--- config.mk ---
export PLATFORM = sky130hd
export DESIGN_NAME = food_manager
export DESIGN_NICKNAME = d
export VERILOG_FILES = /design/src/rtl/food_manager.sv
export SDC_FILE = /design/constraint.sdc
export NUM_CORES = 1
export LEC_CHECK = 0
export BUFFER_PORTS_ARGS = -buffer_cell sky130_fd_sc_hd__buf_2
export CAP_MARGIN = 20
export CORE_AREA = 2 2 77 61
export DETAILED_ROUTE_END_ITERATION = 10
export DIE_AREA = 0 0 79 63
export HOLD_SLACK_MARGIN = 0.03
export PLACE_DENSITY = 0.69
export SLEW_MARGIN = 20
export SYNTH_ARGS = -nofsm -noshare
export SYNTH_HDL_FRONTEND = slang
export SYNTH_SLANG_ARGS = --single-unit
--- constraint.sdc ---
create_clock -name clk -period 3.2 [get_ports clk]
set_clock_uncertainty 0.15 [all_clocks]
set_input_delay 0.16 -clock clk [delete_from_list [all_inputs] [get_ports clk]]
set_output_delay 0.16 -clock clk [all_outputs]
set_load 0.005 [all_outputs]
--- src/rtl/food_manager.sv ---
// Food cell owner for the snake playfield: detects eats, stretches the inc_len
// pulse, and places new food by rejection-sampling a free-running LFSR.
module food_manager #(
   parameter int          GRID_W    = 40,
   parameter int          GRID_H    = 30,
   parameter int          X_W       = 6,
   parameter int          Y_W       = 5,
   parameter logic [15:0] LFSR_SEED = 16'hACE1,
   parameter int          INC_PULSE = 4,
   parameter int          MAX_TRIES = 64
) (
   input  logic           clk,
   input  logic           reset,
   input  logic           game_run,
   input  logic           head_valid,
   input  logic [X_W-1:0] head_x,
   input  logic [Y_W-1:0] head_y,
   output logic [X_W-1:0] food_x,
   output logic [Y_W-1:0] food_y,
   output logic           food_valid,
   output logic           inc_len
);

   localparam logic [1:0] IDLE   = 2'd0;
   localparam logic [1:0] PLACE  = 2'd1;
   localparam logic [1:0] ACTIVE = 2'd2;
   localparam logic [1:0] EATEN  = 2'd3;

   localparam int TRY_W   = $clog2(MAX_TRIES + 1);
   localparam int PULSE_W = $clog2(INC_PULSE + 1);

   localparam logic [X_W-1:0]     X_MAX      = X_W'(GRID_W - 1);
   localparam logic [Y_W-1:0]     Y_MAX      = Y_W'(GRID_H - 1);
   localparam logic [TRY_W-1:0]   TRY_LAST   = TRY_W'(MAX_TRIES - 1);
   localparam logic [PULSE_W-1:0] PULSE_LOAD = PULSE_W'(INC_PULSE - 1);

   logic [1:0]         state;
   logic [15:0]        lfsr;
   logic [TRY_W-1:0]   try_cnt;
   logic [PULSE_W-1:0] pulse_cnt;

   logic           lfsr_fb;
   logic [X_W-1:0] cx;
   logic [Y_W-1:0] cy;
   logic           cand_ok;
   logic           head_on_food;
   logic           head_at_origin;

   // taps for x^16+x^14+x^13+x^11+1 on a left-shifting register
   assign lfsr_fb = lfsr[15] ^ lfsr[13] ^ lfsr[12] ^ lfsr[10];

   assign cx = lfsr[X_W-1:0];
   assign cy = lfsr[X_W+Y_W-1:X_W];

   assign cand_ok        = (cx <= X_MAX) && (cy <= Y_MAX) &&
                           !((cx == head_x) && (cy == head_y));
   assign head_on_food   = (head_x == food_x) && (head_y == food_y);
   assign head_at_origin = (head_x == '0) && (head_y == '0);

   always_ff @(posedge clk) begin
      if (!reset) begin
         state      <= IDLE;
         lfsr       <= LFSR_SEED;
         try_cnt    <= '0;
         pulse_cnt  <= '0;
         food_x     <= '0;
         food_y     <= '0;
         food_valid <= 1'b0;
         inc_len    <= 1'b0;
      end else begin
         lfsr <= {lfsr[14:0], lfsr_fb};
         // game_run low wins over every state, truncating any pulse
         if (!game_run) begin
            state      <= IDLE;
            food_valid <= 1'b0;
            inc_len    <= 1'b0;
            try_cnt    <= '0;
            pulse_cnt  <= '0;
         end else begin
            case (state)
               IDLE: state <= PLACE;
               PLACE: begin
                  if (cand_ok) begin
                     food_x     <= cx;
                     food_y     <= cy;
                     food_valid <= 1'b1;
                     try_cnt    <= '0;
                     state      <= ACTIVE;
                  end else if (try_cnt == TRY_LAST) begin
                     // fallback keeps placement bounded; avoid landing on the head
                     food_x     <= head_at_origin ? X_MAX : '0;
                     food_y     <= head_at_origin ? Y_MAX : '0;
                     food_valid <= 1'b1;
                     try_cnt    <= '0;
                     state      <= ACTIVE;
                  end else begin
                     try_cnt <= try_cnt + 1'b1;
                  end
               end
               ACTIVE: begin
                  if (head_valid && head_on_food) begin
                     food_valid <= 1'b0;
                     inc_len    <= 1'b1;
                     pulse_cnt  <= PULSE_LOAD;
                     state      <= EATEN;
                  end
               end
               EATEN: begin
                  if (pulse_cnt != '0) begin
                     pulse_cnt <= pulse_cnt - 1'b1;
                  end else begin
                     inc_len <= 1'b0;
                     state   <= PLACE;
                  end
               end
               default: state <= IDLE;
            endcase
         end
      end
   end

endmodule

Word level (Yosys, flattened, before mapping)
Cells that the tools add are included.
Operators by class
  order comparisons: 2
  eq/ne operators: 12
  mux-type cells: 23
  reduce and logical (&&, ||, !) cells: 20
  bitwise operators: 3
  add/sub/neg operators: 2
Operators with widths (count)
  two-way mux 6 bit: 3
  two-way mux 5 bit: 3
  AND reduction 3 bit: 5
  two-way mux 7 bit: 2
  equality test 6 bit: 2
  equality test 5 bit: 2
  two-way mux 2 bit: 4
  case mux 2 bit (4 select lines): 1
  adder 7 x 1 -> 7 bit (second input constant): 1
  equality test 7 x 6 -> 1 bit (second input constant): 1
  less-or-equal comparator 6 bit (second input constant): 1
  logical AND 1 bit: 6
  zero test 6 bit: 1
  two-way mux 3 bit: 2
  != test 2 bit (second input constant): 3
  case mux 3 bit (2 select lines): 1
  nonzero test 2 bit: 3
  less-or-equal comparator 5 bit (second input constant): 1
  zero test 5 bit: 1
  two-way mux 1 bit: 5
  equality test 2 bit (second input constant): 2
  case mux 1 bit (2 select lines): 2
  != test 3 bit (second input constant): 1
  nonzero test 3 bit: 1
  other kinds (6): 8
Storage, ports and cells
  output and inout bits: 13
  register bits after elaboration: 41
  word-level logic and storage cells: 70

Logic depth before layout (Yosys ltp)
  word-level depth: 6
  depth in mapped cells: 7

Worst setup path before layout
OpenSTA, ideal clock, no wires.
  path type: register to register
  start point: reg food_y[3]
  end point: reg pulse_cnt[2]
  data required time: 2.947 ns
  arrival: 1.713 ns
  clock period less this slack: 1.966 ns
  slack: 1.234 ns
  buffers on the path: 0
  stages on the path, launching flop included: 6
  cells stage by stage: dfxtp_1 > xor2_1 > or4_4 > o31ai_2 > a31oi_1 > a2111oi_2
Between the ends
  word-level cells in the longest chain between the ends: 5
RTL lines
  start, declared: line 19  | output logic [Y_W-1:0] food_y,
  start signal, assigned: line 85  | food_y <= cy;
  start signal, assigned: line 92  | food_y <= head_at_origin ? Y_MAX : '0;
  equality test 5 bit: line 57  | assign head_on_food = (head_x == food_x) && (head_y == food_y);
  logical AND 1 bit: line 57
  logical AND 1 bit: line 101  | if (head_valid && head_on_food) begin
  != test 2 bit (no line)
  AND reduction 3 bit (no line)
  end signal, assigned: line 110  | pulse_cnt <= pulse_cnt - 1'b1;
  end, declared: line 40  | logic [PULSE_W-1:0] pulse_cnt;
Every way passes these cells.
A chain may end at the register's enable or synchronous reset.

Worst setup path in the final report
  start point: reg lfsr[4]
  end point: reg food_y[0]
Between the ends
  word-level cells in the longest chain between the ends: 6
  elaborated cells on any way between the ends: 9
  those cells by class: order compare: 1; eq/ne: 1; mux: 1; reduce/logical: 6
RTL lines
  start, declared: line 38  | logic [15:0] lfsr;
  start signal, assigned: line 71  | lfsr <= {lfsr[14:0], lfsr_fb};
  parallel branches: the longest is 3 deep, another holds less-or-equal comparator 6 bit
  logical AND 1 bit *: line 55  | assign cand_ok = (cx <= X_MAX) && (cy <= Y_MAX) &&
  nonzero test 2 bit (no line)
  AND reduction 3 bit (no line)
Every way passes the cells marked *.

==> reports/qor.csv <==
stage;metric;value;unit
status;status;completed;
drt;post-DR wirelength/cell;14.9;µm
cts;H-Tree Level Count;2;
drt;Vias;1652;
timing;Min Hold Slack;0.105;ns
power_and_ir_drop;Sw Ratio;25.5;%
floorplan;die height;63;µm
global_routing;vias in the first global route;1538;
placement;I/O Buffers;27;
synthesis;sequential area share after synthesis;40.7;%
timing;max-slew violations;0;
global_routing;initial antenna violation count;0;
synthesis;largest cells by area after synthesis;dfxtp_1 (41%), xnor2_1 (7.4%), and2_1 (5.6%);
final_layout;Filler cells;409;
synthesis;most instantiated cells after synthesis;dfxtp_1 (41), and2_1 (18), xnor2_1 (17);
hold_path;worst hold path type;in2reg;
timing;normalized max-slew margin;62.5;%
synthesis;average size of a mapped cell;9.51;µm²
cts;clk slew on worst S/H paths;0.08;ns
synthesis;ys flop type;dfxtp_1;
placement;GPL Wtd Cong;0.833;
synthesis;synthesized area;0.00202;mm²
timing;Final TNS setup;0;ns
drt;# DRC;0;
placement;Post-Place Setup Slack;0.905;ns
floorplan;Row Count;21;
global_routing;largest net degree at the start of global routing;31;
synthesis;Yosys top cell area share;40.7;%
floorplan;core footprint;0.00426;mm²
power_and_ir_drop;Lkg Pwr;0.884;nW
power_and_ir_drop;Net Switching;0.000285;W
drt;final wirelength;4470;µm
timing;fmax;0.427;GHz
cts;PostCTS Resize Cnt;0;
worst_setup_path;crit path kind;reg2reg;
final_layout;register area;821;µm²
final_layout;area grow syn2layout;15.0;%
final_layout;ANT cells;0;
final_layout;Layout Nets;263;
floorplan;Top Ports;28;
power_and_ir_drop;internal power;0.000835;W
timing;# setup viols final;0;
power_and_ir_drop;Clk pwr share;37.4;%
synthesis;Netlist cell types;45;
final_layout;share of cells above drive strength 1;21.5;%
synthesis;count leader, synth;dfxtp_1;
worst_setup_path;R2R depth;6;
cts;clk sink count;41;
job;maxcap violations;0;
power_and_ir_drop;Seq pwr share;49.9;%
floorplan;initial core utilization;47.4;%
placement;post-detail-place hpwl;3400;µm
final_layout;multi-input logic area;0.00114;mm²
timing;Worst Slack Setup Final;0.859;ns
timing;Hold Fails Final Rpt;0;
worst_setup_path;startpoint types;flop;
timing;Tcrit/Tclk final;73.2;%
drt;Antenna Violating Nets Remaining;0;
synthesis;YS warnings;0;
cts;Max Root-Sink Buffers;2;
power_and_ir_drop;total power;0.00112;W
timing;Worst Max-Slew Pin Slew;0.557;ns
power_and_ir_drop;Worst VDD drop;0.347;mV
power_and_ir_drop;pwr/cell area;483;mW/mm²
floorplan;Chip Width;79;µm
worst_setup_path;Setup crit end kind;flop;
synthesis;EDFF count, synth;0;
hold_path;Worst Hold Depth;2;
drt;First DRT Iteration DRCs;116;
power_and_ir_drop;logic gate share of total power;12.8;%
cts;# hold bufs at CTS;0;
worst_setup_path;CP Max Fanout;9;
synthesis;Mapped Cells;212;
cts;worst skew pair latency;0.30;ns
cts;clock root buffer;clkbuf_8;
drt;TritonRoute pass-1 iters;4;
global_routing;grt ovf;0;
timing;crit path time final;2.34;ns
synthesis;async set or reset register ratio after synthesis;0;%
floorplan;Die Area;0.00498;mm²
synthesis;Syn Nets;234;
synthesis;Synth area leader;dfxtp_1;
worst_setup_path;WP data required;3.30;ns
synthesis;Yosys reg bits;41;
cts;postcts setup bufs;0;
worst_setup_path;critical path arrival;2.44;ns
drt;drt via density;5.53;
timing;RSZ-0062 raised after global routing;false;
cts;TritonCTS clock tree;yes;
cts;CTS buffer count;5;
global_routing;GRT Total Usage;20.0;%
global_routing;first-pass GRT wire length;7660;µm
## routing by layer
metal	GRT usage, %	part of all wire (%)	vias to the layer above
li1	-	-	823
met1	30.4	50	756
met2	25.8	40	63
met3	7.23	7.6	10
met4	6.47	1.7	0
met5	0	0	-
## final cells by class
class	instances	share of cell area, %
Clock inverter	3	1.89
Timing Repair Buffer	28	6.15
Multi-Input combinational cell	156	49.1
Clock buffer	5	2.97
Sequential cell	41	35.4
Tap cell	57	3.07
Inverter	9	1.46
## path summary, 6_finish.rpt
path,from,to,slack (ns)
worst min-delay path,reset,lfsr[0]$_SDFF_PN1_,0.11
worst min register to register,lfsr[14]$_SDFF_PN0_,lfsr[15]$_SDFF_PN1_,0.27
worst max register to register,lfsr[4]$_SDFF_PN0_,food_y[0]$_SDFFE_PN0P_,0.86
worst max-delay path,lfsr[4]$_SDFF_PN0_,food_y[0]$_SDFFE_PN0P_,0.86
## sequential cells by signal (all words and copies together), names as in the netlist
register,count
food_x,6
lfsr,16
try_cnt,7
food_y,5
food_valid,1
state,2
inc_len,1
pulse_cnt,3
## placed cells by master, fill, tap and decap left out, drive strengths merged, types with 4 or more instances in the layout
cell type	count
a21oi	5
and2	19
clkbuf	5
nor4	4
xnor2	17
inv	10
nor3	5
o221a	9
o21ai	6
xor2	10
buf	28
a31oi	6
nand2	16
nand3	9
nor2	4
dfxtp	41
nand2b	8
ha	7
## worst max-delay path, cell delays in order, from the launching register on
cell      delay [ns]
dfxtp_1         0.35
o21a_1          0.18
a41oi_1         0.43
o31ai_4         0.23
a21boi_0        0.51
buf_4           0.26
o221a_2         0.19
## per-stage QoR
stage          area [µm²]  std cells  utilization [%]
5_1_grt              2320        299             54.5
2_1_floorplan        2020        212                -
4_1_cts              2320        299             54.5
3_3_place_gp         2210        291             51.9
3_5_place_dp         2210        291             51.9
6_report             2320        299             54.5
## cell families (layout without fill, tap and decap cells)
family                   count (synthesis)  in the layout  share of synthesized area [%]
flip-flops                              41             41                           40.7
AND/OR/NAND/NOR                         76             76                           21.2
multiplexers                             2              2                          0.993
AO/OA/AOI/OAI                           44             44                           18.2
adder cells (fa/ha/maj)                  7              7                           4.34
XOR/XNOR                                27             27                           11.7
buffers and inverters                   15             45                           2.85
## power by group through the flow
stage	Sequential, W	Combinational (W)	Clock (W)
global placement	0.000569	0.000143	0
detailed placement	0.000569	0.000142	0
CTS	0.000558	0.000143	0.000428
floorplan	0.000563	0.000101	0
global route	0.000562	0.000160	0.000457
finish	0.000558	0.000143	0.000418
Power figures use the tool's default switching activity.
